**src/rtl/fft_sequencer.sv**
```systemverilog
// Address/strobe sequencer for an in-place radix-2 DIT FFT over a shared butterfly.
// Issues one butterfly read per cycle, with write-back one cycle later and a drain bubble per stage.
module fft_sequencer #(
    parameter int N     = 16,
    parameter int LOG2N = 4,
    parameter int AW    = LOG2N
) (
    input  logic             clk,
    input  logic             rst,
    input  logic             start,
    output logic             busy,
    output logic             done,
    output logic [LOG2N-1:0] stage,
    output logic             rd_en,
    output logic [AW-1:0]    rd_addr_a,
    output logic [AW-1:0]    rd_addr_b,
    output logic [LOG2N-2:0] tw_addr,
    output logic             wr_en,
    output logic [AW-1:0]    wr_addr_a,
    output logic [AW-1:0]    wr_addr_b
);

    localparam int KW = LOG2N - 1;
    localparam logic [KW-1:0]    K_LAST = KW'(N / 2 - 1);
    localparam logic [LOG2N-1:0] S_LAST = LOG2N'(LOG2N - 1);

    typedef enum logic [1:0] {
        IDLE  = 2'd0,
        RUN   = 2'd1,
        DRAIN = 2'd2
    } state_t;

    state_t           state_q, state_d;
    logic [LOG2N-1:0] s_q, s_d;
    logic [KW-1:0]    k_q, k_d;
    logic             busy_q, busy_d;
    logic             done_q, done_d;
    logic             rd_en_q, rd_en_d;
    logic [AW-1:0]    rd_a_q, rd_a_d;
    logic [AW-1:0]    rd_b_q, rd_b_d;
    logic [KW-1:0]    tw_q, tw_d;
    logic             wr_en_q, wr_en_d;
    logic [AW-1:0]    wr_a_q, wr_a_d;
    logic [AW-1:0]    wr_b_q, wr_b_d;

    logic             issue;
    logic [AW-1:0]    k_ext, half, pos, addr_a;

    always_comb begin
        state_d = state_q;
        s_d     = s_q;
        k_d     = k_q;
        issue   = 1'b0;
        busy_d  = 1'b0;
        done_d  = 1'b0;

        case (state_q)
            IDLE: begin
                if (start) begin
                    state_d = RUN;
                    s_d     = '0;
                    k_d     = '0;
                    issue   = 1'b1;
                    busy_d  = 1'b1;
                end
            end
            RUN: begin
                busy_d = 1'b1;
                if (k_q == K_LAST) begin
                    state_d = DRAIN;
                end else begin
                    k_d   = k_q + KW'(1);
                    issue = 1'b1;
                end
            end
            DRAIN: begin
                // The bubble lets the last write of stage s land before stage s+1 reads.
                if (s_q != S_LAST) begin
                    state_d = RUN;
                    s_d     = s_q + LOG2N'(1);
                    k_d     = '0;
                    issue   = 1'b1;
                    busy_d  = 1'b1;
                end else begin
                    state_d = IDLE;
                    done_d  = 1'b1;
                end
            end
            default: begin
                state_d = IDLE;
            end
        endcase

        // Operand addresses for the butterfly being issued next cycle (stage s_d, index k_d).
        k_ext  = AW'(k_d);
        half   = AW'(1) << s_d;
        pos    = k_ext & (half - AW'(1));
        addr_a = ((k_ext >> s_d) << (s_d + LOG2N'(1))) | pos;

        rd_en_d = issue;
        rd_a_d  = issue ? addr_a : '0;
        rd_b_d  = issue ? addr_a + half : '0;
        tw_d    = issue ? (KW'(pos) << (S_LAST - s_d)) : '0;

        wr_en_d = rd_en_q;
        wr_a_d  = rd_a_q;
        wr_b_d  = rd_b_q;
    end

    always_ff @(posedge clk or posedge rst) begin
        if (rst) begin
            state_q <= IDLE;
            s_q     <= '0;
            k_q     <= '0;
            busy_q  <= 1'b0;
            done_q  <= 1'b0;
            rd_en_q <= 1'b0;
            rd_a_q  <= '0;
            rd_b_q  <= '0;
            tw_q    <= '0;
            wr_en_q <= 1'b0;
            wr_a_q  <= '0;
            wr_b_q  <= '0;
        end else begin
            state_q <= state_d;
            s_q     <= s_d;
            k_q     <= k_d;
            busy_q  <= busy_d;
            done_q  <= done_d;
            rd_en_q <= rd_en_d;
            rd_a_q  <= rd_a_d;
            rd_b_q  <= rd_b_d;
            tw_q    <= tw_d;
            wr_en_q <= wr_en_d;
            wr_a_q  <= wr_a_d;
            wr_b_q  <= wr_b_d;
        end
    end

    assign busy      = busy_q;
    assign done      = done_q;
    assign stage     = s_q;
    assign rd_en     = rd_en_q;
    assign rd_addr_a = rd_a_q;
    assign rd_addr_b = rd_b_q;
    assign tw_addr   = tw_q;
    assign wr_en     = wr_en_q;
    assign wr_addr_a = wr_a_q;
    assign wr_addr_b = wr_b_q;

endmodule

```
**config.mk**
```make
export PLATFORM = sky130hd
export DESIGN_NAME = fft_sequencer
export DESIGN_NICKNAME = d
export VERILOG_FILES = /design/src/rtl/fft_sequencer.sv
export SDC_FILE = /design/constraint.sdc
export NUM_CORES = 1
export LEC_CHECK = 0
export ABC_AREA = 1
export BUFFER_PORTS_ARGS = -buffer_cell sky130_fd_sc_hd__buf_2
export CAP_MARGIN = 10
export CORE_UTILIZATION = 55
export CTS_BUF_LIST = sky130_fd_sc_hd__clkbuf_4 sky130_fd_sc_hd__clkbuf_8
export DETAILED_ROUTE_END_ITERATION = 10
export GPL_TIMING_DRIVEN = 0
export PLACE_DENSITY = 0.86
export SETUP_SLACK_MARGIN = 0.05
export SYNTH_ARGS = -nofsm -noshare
export SYNTH_HDL_FRONTEND = slang
export SYNTH_SLANG_ARGS = --single-unit
```
**constraint.sdc**
```tcl
create_clock -name clk -period 4.6 [get_ports clk]
set_input_delay 0 -clock clk [delete_from_list [all_inputs] [get_ports clk]]
set_output_delay 0 -clock clk [all_outputs]
set_load 0.05 [all_outputs]
```
== Word level (Yosys, flattened, before mapping) ==
Cells that the tools add are included.
Operators by class
  add/subtract/negate cells: 6
  eq/ne operators: 6
  shift operators: 4
  mux-type cells: 21
  bitwise gates (word level): 2
  reduce and logical (&&, ||, !) cells: 2
Operators by type and width (number)
  two-way mux 4 bit: 4
  two-way mux 3 bit: 4
  one-hot mux 3 bit (3 select lines): 1
  adder 4 x 1 -> 4 bit (second input constant): 2
  one-hot mux 4 bit (2 select lines): 1
  two-way mux 1 bit: 6
  one-hot mux 1 bit (3 select lines): 2
  one-hot mux 2 bit (3 select lines): 1
  adder 4 bit: 1
  AND 3 x 4 -> 4 bit: 1
  two-way mux 2 bit: 2
  inequality test 2 bit (second input constant): 2
  inequality test 4 x 2 -> 1 bit (second input constant): 1
  bitwise OR 4 bit: 1
  << shifter 1 x 4 -> 4 bit (first input constant): 1
  << shifter 3 x 4 -> 3 bit: 1
  << shifter 4 x 4 -> 4 bit: 1
  right shift 3 x 4 -> 4 bit: 1
  subtractor 2 x 4 -> 4 bit (first input constant): 1
  subtractor 4 x 1 -> 4 bit (second input constant): 1
  adder 3 x 1 -> 3 bit (second input constant): 1
  == test 3 bit (second input constant): 1
  == test 2 x 1 -> 1 bit (second input constant): 1
  == test 2 bit (second input constant): 1
  other kinds (2): 2
Storage, ports and cells
  register bits: 32
  output and inout bits: 27

== Logic depth before layout (Yosys ltp) ==
Gate-level depths: netlist of the first run.
  depth in word-level cells: 9
  gate-level depth with buffers: 23
  depth with buffers taken out: 23

== Worst setup path before layout of the first run ==
No wires, ideal clock.
  path type: register to register
  from: register s_q[0], in the netlist stage[0]
  to: register rd_b_q[3], in the netlist rd_addr_b[3]
  library setup time: 0.118 ns
  arrival time: 3.163 ns
  data required time: 4.482 ns
  setup slack: 1.319 ns
  stages on the path, launching flop included: 20
  clock period less this slack: 3.281 ns
  cells stage by stage: dfrtp_1 ha_1 xor2_1 nand2_2 o21ai_4 nor2_4 nand2_2 ha_1 a31o_2 nand3_1 nand2_1 inv_2 nand2_1 ha_1 a21oi_1 o21ai_0 xor2_1 inv_1 nor2_1 nor2_2
On the way
  cells in the longest elaborated chain, start to end: 9
  elaborated cells between the ends (all ways): 18
  those cells by class: add/sub (4); eq/ne (1); shift (3); mux (8); bitwise (2)
RTL lines
  start: declaration: line 34  | logic [LOG2N-1:0] s_q, s_d;
  start signal: assignment: line 113  | s_q <= '0;
  start signal: assignment: line 126  | s_q <= s_d;
  adder 4 x 1 -> 4 bit / inequality test 4 x 2 -> 1 bit (equally long branches): line 80, 78
  two-way mux 4 bit (*): line 78  | if (s_q != S_LAST) begin
  one-hot mux 4 bit (2 select lines) (*): line 57  | case (state_q)
  net s_d[2]: line 34
  branches (longest 4 deep; another with adder 4 x 1 -> 4 bit)
  adder 4 bit (*): line 102  | rd_b_d = issue ? addr_a + half : '0;
  two-way mux 4 bit (*): line 102
  net rd_b_d[3]: line 40  | logic [AW-1:0] rd_b_q, rd_b_d;
  end signal: assignment: line 132  | rd_b_q <= rd_b_d;
  end: declaration: line 40
Mark *: on every way through the listed nets, which the timed path passes.
A chain may end at the register's enable or synchronous reset.

== Worst setup path after layout of the first run ==
  from: register s_q[0], in the netlist stage[0]
  to: register rd_b_q[3], in the netlist rd_addr_b[3]
On the way
  cells in the longest elaborated chain, start to end: 9
  elaborated cells between the ends (all ways): 18
  those cells by class: add/sub (4); eq/ne (1); shift (3); mux (8); bitwise (2)
RTL lines (line)
  branches (longest 8 deep; another with adder 4 x 1 -> 4 bit)
  two-way mux 4 bit (*): 102
  net rd_b_d[3]: 40
Marks and branches as above.

==> results of run 1 <==
## final cells by class
type,count,share of cell area
sequential,32,0.4053
multi-input combinational,117,0.3952
timing repair buffer,31,0.09246
inverter,24,0.04687
clock inverter,3,0.02153
tap,31,0.01963
clock buffer,5,0.01900
## sequential cells by signal, indices dropped and copies added (netlist names), 2 cells and up
| signal | flops |
|---|---|
| state_q | 2 |
| tw_addr | 3 |
| wr_addr_b | 4 |
| k_q | 3 |
| rd_addr_b | 4 |
| stage | 4 |
| wr_addr_a | 4 |
| rd_addr_a | 4 |
## cell families after synthesis
group | Yosys count | share of synthesized area
adder cells (fa/ha/maj) | 8 | 0.06427
AND/OR/NAND/NOR | 90 | 0.3057
buffers and inverters | 24 | 0.05531
XOR/XNOR | 5 | 0.03064
flip-flops | 32 | 0.4783
AO/OA/AOI/OAI | 14 | 0.06577
## power by group
part / switching [mW] / internal, mW / total [mW]
clock network: 0.0958 / 0.113 / 0.209
registers: 0.0489 / 0.380 / 0.429
logic: 0.675 / 0.255 / 0.930
## how the worst max path moves through the flow
stage / endpoint / slack (ns) / cells past startpoint
after floorplan: rd_addr_b[3] / 1.32 / 19
after global placement: rd_addr_b[3] / 1.37 / 20
after detailed placement: rd_addr_b[3] / 1.34 / 20
after CTS: rd_addr_b[3] / 1.31 / 20
after global routing: rd_addr_b[3] / 0.98 / 20
final: rd_addr_b[3] / 1.29 / 20
## layer usage
layer  share of wire  vias up  wire length [microns]
met4           0.030        0                     95
met2            0.48       41                   1551
met3           0.046       10                    148
met1            0.44      593                   1409
li1                -      633                      -
met5               0        -                      0
## critical path, cell delays in order (launching register included)
cell	delay (ns)
dfrtp_1	0.48
ha_1	0.33
nand2_1	0.11
nand2_2	0.09
nand2_1	0.09
nand2_2	0.13
nor2_2	0.17
nand2_2	0.11
ha_1	0.21
a31o_2	0.21
nand3_1	0.09
nand2_1	0.07
inv_2	0.05
nand2_1	0.05
ha_1	0.33
nand2_1	0.06
o21ai_0	0.18
xor2_1	0.18
inv_1	0.08
nor2_1	0.14
nor2_2	0.06
## synthesized netlist by cell type, drive strengths merged
| library cell | count |
|---|---|
| a2111oi | 1 |
| a21oi | 7 |
| a31o | 1 |
| dfrtp | 32 |
| fa | 1 |
| ha | 7 |
| inv | 24 |
| nand2 | 44 |
| nand3 | 17 |
| nand4 | 3 |
| nor2 | 22 |
| nor3 | 2 |
| o21a | 1 |
| o21ai | 4 |
| or2 | 1 |
| or4 | 1 |
| xor2 | 5 |
## through the flow
step	hold slack, ns	setup WS [ns]	std cells	utilization
after floorplan	0.1162	1.319	173	-
after global placement	0.3340	1.371	233	0.6568
after detailed placement	0.3569	1.336	233	0.6568
after global routing	0.04574	0.9813	243	0.6984
final	0.04658	1.289	243	0.6984
after CTS	0.03479	1.311	242	0.6886
## repair_timing
action | in CTS | in global routing
resized for setup | 0 | 0
hold buffers | 1 | 0
hold endpoints to repair | 32 | 0
==> results.cfg, run 1 <==
[run_status]
status = finished, violations left
violations = DRC

[hold_path]
hold_depth = 3
hp-class = in -> reg
min_to = busy
worstHoldStart = start

[floorplanning]
die_h_microns = 57.17
start_util = 0.5918
core.rowCount = 19
dieArea_sq_um = 3268
core_area_sq_um = 2829
io_pins = 30
die_w_microns = 57.17

[detailed_routing]
vias_per_cell = 5.255
first_pass_iters = 7
ant_nets = 0
vias = 1277
drc = 2
routedWlPerCell_microns = 13.19
routed_wl_mm = 3.205
drt_iter0_drc = 60

[timing]
slew_headroom = 0.5191
min_period_over_period = 0.7197
max_clock_freq_mhz = 302.1
rsz0062_at_grt = false
setup_viol = 0
report.final.slew_viol_count = 0
finalHoldViolCount = 0
worstMarginPinSlew_ns = 0.7206
period_minus_slack_ns = 3.311
finalSetupTns_ns = 0
fin_skew_ns = 0.007469

[layout]
layout_commonest_cell = dfrtp_1
nFillCells = 205
nNetsFinal = 222
multiInputGateArea_sq_um = 780.7
regArea_sq_um = 800.8
antennaDiodeCount = 0
area_growth_pct = 18.01
drive_gt1_frac = 0.4009
layout_common_cells = dfrtp_1 (32), nand2_1 (29), buf_2 (29)
stdcell_area_sq_um = 1976

[critical_path]
worstPathRequired_ns = 4.83
startpoint_type = flip-flop
crit_fanout = 8
crit_path_end_kind = flip-flop
crit_type = reg -> reg
reg2reg_to = rd_addr_b[3]
cp-startpoint = stage[0]
r2r-start = stage[0]
r2r_setup_slack_ns = 1.29
ff2ff_path_depth = 20
cp.arrival_ns = 3.54

[clock_tree]
numCtsBuffers = 5
cts_max_level = 2
postCtsSetupRepairBufs = 0
clk_path_buf_depth = 2
cts_root_buffer = clkbuf_4
cts_tree = built
clk_latency_ns = 0.33
clk_pin_slew_ns = 0.10
clock-sinks = 32

[global_route]
grt_pass1_wl_mm = 5.423
use_met1 = 0.2855
met2_usage = 0.3664
top_usage_layer = met2
antenna_found_initial = 0
grt_max_degree = 33
grt_pass1_vias = 1249
grtUsageMet3 = 0.05442
overflow = 0
grt_usage = 0.2238

[logic_synthesis]
syn_avg_cell_area_sq_um = 9.677
synth_top_area_share = 0.4783
synth_area_sq_um = 1674
synth_nets = 184
yosysUniqueCellTypes = 30
synth_area_leaders = dfrtp_1 (48%), nand2_1 (6.5%), ha_1 (5.2%)
ys_ff_latch = 32
synth_area_leader_cell = dfrtp_1
synth-warning-count = 0
postSynthCellCount = 173
ys_seq_area_frac = 0.4783

[place]
io_buffers = 29
hpwlAfterDp_mm = 2.410
place.gp.congestion = 0.8370
postPlaceCellArea_sq_um = 1858

[pwr]
p_total_mw = 1.568
irDropWorstVdd_mv = 0.4073
power_density_nw_per_um2 = 793.5
p_leak_nw = 1.049

[job]
cap_violations = 0
No activity file was read; power rests on OpenSTA's default activity.
==> inputs of run 2 (changes only) <==
ABC_AREA = 0   (was 1)
clock period = 3.1 ns   (was 4.6 ns; I/O delays follow)
==> run 2 against run 1 <==
Effect of this change: the flow finishes with violations (setup timing); combinational power decreased by 98%; clock skew increased by 0.0081 ns; largest cell class is now multi-input combinational cells; count of clock-buffer cells in the layout unchanged; largest power group is now sequential cells; design area increased by 9.8%.
==> results.cfg, run 2 <==
[logic_synthesis]
syn_avg_cell_area_sq_um = 11.16
async_flop_share = 1.000
ys_seq_area_frac = 0.5087
synth_area_leader_cell = dfrtp_1
synth-edff-count = 0
postSynthCellCount = 141
synth-warning-count = 0
synth_nets = 152
synth_area_sq_um = 1574
synth_top_area_share = 0.5087
yosysUniqueCellTypes = 51
yosysMostFrequentCell = dfrtp_1
ys.flop_type = dfrtp_1
ys_ff_latch = 32
netlist_top_cells_count = dfrtp_1 (32), inv_1 (11), nor2_1 (10)
synth_area_leaders = dfrtp_1 (51%), ha_1 (5.6%), inv_1 (2.6%)

[critical_path]
reg2reg_to = rd_addr_b[3]
crit_path_end = rd_addr_b[3]
worstPathRequired_ns = 3.38
cp.arrival_ns = 3.66
crit_type = reg -> reg
ff2ff_path_depth = 17
r2r_setup_slack_ns = -0.29
cp-startpoint = stage[0]
startpoint_type = flip-flop
crit_path_end_kind = flip-flop
crit_fanout = 5
r2r-start = stage[0]

[floorplanning]
die_h_microns = 55.50
die_w_microns = 55.50
io_pins = 30
core.rowCount = 19
start_util = 0.5757
dieArea_sq_um = 3080
core_area_sq_um = 2734

[hold_path]
hp-class = in -> reg

[timing]
finalHoldViolCount = 0
slew_headroom = 0.6479
min_period_over_period = 1.092
holdWs_ns = 0.06253
setup_slack_ns = -0.2862
max_clock_freq_mhz = 295.3
rsz0062_at_grt = true
fin_skew_ns = 0.01556
period_minus_slack_ns = 3.386
setup_viol = 3
worstMarginPinSlew_ns = 0.5234
report.final.slew_viol_count = 0

[pwr]
power_density_nw_per_um2 = 306.4
p_clk_frac = 0.349
p_leak_nw = 0.9708
p_int_mw = 0.5100
p_total_mw = 0.6647
p_seq_frac = 0.627
pwr-share-comb = 0.024
irDropWorstVdd_mv = 0.3935
switchingPower_mw = 0.1547
sw_frac_of_total = 0.2327

[job]
cap_violations = 0

[run_status]
status = finished, violations left
violations = setup timing

[detailed_routing]
drt_iter0_drc = 55
first_pass_iters = 4
vias = 1362
drc = 0
routed_wl_mm = 4.125
vias_per_cell = 5.896
ant_nets = 0
routedWlPerCell_microns = 17.86

[clock_tree]
clk_latency_ns = 0.35
cts_max_level = 2
cts_root_buffer = clkbuf_4
cts_tree = built
clk_pin_slew_ns = 0.10
clk_path_buf_depth = 2
clock-sinks = 32
numCtsBuffers = 5

[global_route]
grt_max_degree = 33
overflow = 0
antenna_found_initial = 0
grt_usage = 0.2657
grt_pass1_wl_mm = 6.182
grt_pass1_vias = 1330

[layout]
drive_gt1_frac = 0.5050
nNetsFinal = 210
area_growth_pct = 37.84
antennaDiodeCount = 0
instances_no_fill = 231
layout_commonest_cell = buf_2
layout_common_cells = buf_2 (29), dfrtp_1 (27), buf_4 (20)

[place]
dp.cells = 201
hpwlAfterDp_mm = 2.395
io_buffers = 29
place.gp.congestion = 0.8808
[run 2: cell types whose count changed after synthesis, moves of 5 or more]
cell and delta:
inv_2 -7, nor3_1 +5, nor2_1 -5, nand3_1 -7, nand2_1 -24, nand2_2 -11
[run 2: stage by stage]
step                        util  setup WS (ns)  TNS (ns)  area, sq um
after floorplan                -        -0.3884   -0.8277         1650
after global placement    0.6709        -0.4611    -1.011         1834
after detailed placement  0.6709        -0.5772    -1.321         1834
after CTS                 0.7542        -0.2564   -0.2564         2062
after global routing      0.7936        -0.4306   -0.8687         2170
final                     0.7936        -0.2862   -0.5011         2170
[run 2: logic make-up (layout without fill, tap and decap cells)]
family / after synthesis / in the layout / synth area share
flops: 32 / 32 / 0.5087
xor+xnor: 4 / 4 / 0.02226
buf+inv: 16 / 75 / 0.04530
compound gates: 28 / 28 / 0.1383
simple gates: 53 / 53 / 0.2170
fa+ha+maj: 8 / 8 / 0.06836
[run 2: power groups by stage]
stage	sequential, mW	clock, mW	combinational [mW]
after floorplan	0.425	0	0.00708
final	0.417	0.232	0.0160
after CTS	0.417	0.234	0.0120
after global routing	0.417	0.255	0.0183
after detailed placement	0.425	0	0.0103
after global placement	0.425	0	0.00986
[run 2: worst max-delay path, stage by stage (launching register included)]
cell	delay, ns
dfrtp_2	0.41
ha_4	0.14
nor3b_4	0.24
or4_4	0.19
nand3_4	0.07
or2_1	0.23
buf_6	0.14
or3_4	0.39
ha_4	0.29
nor2_4	0.04
a31oi_4	0.19
inv_2	0.06
ha_4	0.21
a21o_1	0.18
a21oi_2	0.16
xnor2_2	0.09
a21o_1	0.19
a21oi_2	0.13
[run 2: how the worst min path moves through the flow]
stage	startpoint	endpoint	slack (ns)	cells past startpoint
detailed placement	rst	wr_addr_b[1]	0.33	2
global route	start	busy	0.08	3
finish	start	busy	0.06	3
CTS	start	busy	0.05	3
floorplan	rst	busy	0.12	1
global placement	rst	wr_addr_a[1]	0.31	2
[run 2: layout make-up]
type	instances	area, sq um
Timing Repair Buffer	51	332.8
Fill cell	146	564.3
Clock inverter	3	18.77
Clock buffer	5	37.54
Tap cell	31	38.79
Buffer	2	15.01
Multi-Input combinational cell	93	863.3
Inverter	14	56.30
Sequential cell	32	807.0
[run 2: per-layer routing]
metal | routed length, microns | share of wire | global-route usage
met5 | 0 | 0 | 0
met4 | 121 | 0.029 | 0.1250
met3 | 265 | 0.064 | 0.06792
met2 | 2076 | 0.50 | 0.4389
met1 | 1662 | 0.40 | 0.3255
[run 2: repair_timing]
item / CTS / global route
gates resized for setup: 11 / 6
buffers inserted: 14 / 6
endpoints found under the hold margin: 32 / 0
setup endpoints to repair: 3 / 3
hold buffers: 1 / 0
pin swaps: 13 / 12
==> inputs of run 3 (changes only) <==
CORE_UTILIZATION = 50   (was 55)
PLACE_DENSITY = 0.8   (was 0.86)
SETUP_SLACK_MARGIN = unset   (was 0.05)
TNS_END_PERCENT = 10   (was unset)
==> run 3 against run 2 <==
Effect of this change: the flow still finishes with violations (setup timing); global-route usage is 2.4 points lower; sequential cell count did not move; clock skew fell by 0.0079 ns; count of clock-buffer cells in the layout is the same; non-clock buffer count down 9; worst hold slack better by 0.0036 ns; combinational power decreased by 14%; critical path depth fell by 2.
==> results.cfg, run 3 (synthesis gave the netlist of run 2 again) <==
[clock_tree]
clk_pin_slew_ns = 0.10
cts_root_buffer = clkbuf_4
cts_tree = built
numCtsBuffers = 5
clock-sinks = 32
cts_max_level = 2
clk_path_buf_depth = 2
clk_latency_ns = 0.34

[detailed_routing]
ant_nets = 0
vias_per_cell = 5.575
first_pass_iters = 4
drc = 0
drt_iter0_drc = 66
routed_wl_mm = 3.741
routedWlPerCell_microns = 16.06
vias = 1299

[run_status]
status = finished, violations left
violations = setup timing

[pwr]
p_leak_nw = 0.9330
p_total_mw = 0.7436
p_clk_frac = 0.421
sw_frac_of_total = 0.2073
p_int_mw = 0.5895
switchingPower_mw = 0.1541
power_density_nw_per_um2 = 351.5
irDropWorstVdd_mv = 0.2468
pwr-share-comb = 0.019
p_seq_frac = 0.561

[critical_path]
crit_type = reg -> reg
cp-startpoint = stage[0]
critPathTopFamily = compound AO/OA/AOI/OAI gates
crit_slowest_cell = nor4_1
crit_path_end_kind = flip-flop
startpoint_type = flip-flop
r2r-start = stage[0]
cp.depth = 15
reg2reg_to = rd_addr_b[3]
ff2ff_path_depth = 15
crit_fanout = 10
worstPathRequired_ns = 3.38
crit_path_end = rd_addr_b[3]
crit_buf_inv = 2
cp.arrival_ns = 3.70
r2r_setup_slack_ns = -0.33
cp_cell_sequence = ha_4, nor3b_4, buf_4, nor2_2, a32oi_4, inv_4, ha_1, nor4_1, nand2_1, o22ai_1, ha_1, a21oi_2, xnor2_2, a21o_1, a21oi_2
cp_slowest_stage_delay_ns = 0.46

[global_route]
overflow = 0
antenna_found_initial = 0
use_met1 = 0.2872
grt_pass1_wl_mm = 5.940
top_usage_layer = met2
met2_usage = 0.4007
grt_usage = 0.2414
grtUsageMet3 = 0.07813
grt_max_degree = 33
grt_pass1_vias = 1263

[hold_path]
hp-class = in -> reg

[place]
io_buffers = 29
place.gp.congestion = 0.8796
hpwlAfterDp_mm = 2.560

[layout]
drive_gt1_frac = 0.4660
nFillCells = 178
antennaDiodeCount = 0
regArea_sq_um = 805.8
utilization = 0.7355
layout_common_cells = buf_2 (29), dfrtp_1 (28), buf_4 (11)
multiInputGateArea_sq_um = 849.6
layout_commonest_cell = buf_2
area_growth_pct = 34.42
nNetsFinal = 201

[timing]
slew_headroom = 0.5511
max_clock_freq_mhz = 291.7
finalHoldViolCount = 0
fin_skew_ns = 0.007646
rsz0062_at_grt = true
setup_viol = 2
period_minus_slack_ns = 3.429
setup_slack_ns = -0.3287
report.final.slew_viol_count = 0
worstMarginPinSlew_ns = 0.6671
min_period_over_period = 1.106

[floorplanning]
io_pins = 30
die_h_microns = 58.11
die_w_microns = 58.11
dieArea_sq_um = 3376
core.rowCount = 19
start_util = 0.5472
core_area_sq_um = 2877

[job]
cap_violations = 0
[run 3: worst min path at each step]
stage | end | depth (start not counted) | start | slack (ns)
finish | busy | 3 | start | 0.07
global route | busy | 3 | start | 0.07
CTS | busy | 3 | start | 0.06
detailed placement | wr_addr_b[2] | 2 | rst | 0.35
global placement | wr_addr_b[1] | 2 | rst | 0.31
floorplan | busy | 1 | rst | 0.12
[run 3: area by class of cell]
cell class	instances	area share
well taps	42	0.02484
clock buffers	5	0.01774
flip-flops and latches	32	0.3808
inverters	14	0.02839
plain buffers	2	0.007096
clock inverters	3	0.02011
multi-input cells	93	0.4015
repair buffers	42	0.1195
[run 3: stage by stage]
stage	instances	area, sq um	hold slack [ns]	setup WS (ns)	setup TNS [ns]
after global routing	233	2116	0.07425	-0.4313	-0.5587
after floorplan	141	1650	0.1160	-0.3884	-0.8277
after CTS	229	2052	0.05888	-0.2568	-0.3982
final	233	2116	0.06610	-0.3287	-0.3522
after global placement	212	1848	0.3108	-0.4653	-1.000
after detailed placement	212	1848	0.3547	-0.5656	-1.423
[run 3: worst min-delay path, cell delays in order]
cell and delay [ns]:
buf_2 0.10, o21bai_2 0.10, a21oi_1 0.16
[run 3: timing repair]
item	4_1_cts	5_1_grt
cloned	0	0
pin swaps	6	11
hold endpoints to repair	32	0
hold buffers	1	0
resized for setup	10	4
setup buffers	8	3
setup endpoints to repair	3	3
[run 3: routing by layer]
| layer | vias up | part of all wire |
|---|---|---|
| met5 | - | 0 |
| met4 | 0 | 0.018 |
| met3 | 8 | 0.052 |
| met2 | 60 | 0.53 |
| met1 | 632 | 0.40 |
| li1 | 599 | - |
[run 3: power groups by stage]
| stage | clock network (mW) | logic [mW] | registers, mW |
|---|---|---|---|
| 3_3_place_gp | 0 | 0.00990 | 0.425 |
| 3_5_place_dp | 0 | 0.0106 | 0.425 |
| 5_1_grt | 0.340 | 0.0158 | 0.417 |
| 4_1_cts | 0.319 | 0.0123 | 0.417 |
| 6_report | 0.313 | 0.0138 | 0.417 |
| 2_1_floorplan | 0 | 0.00708 | 0.425 |
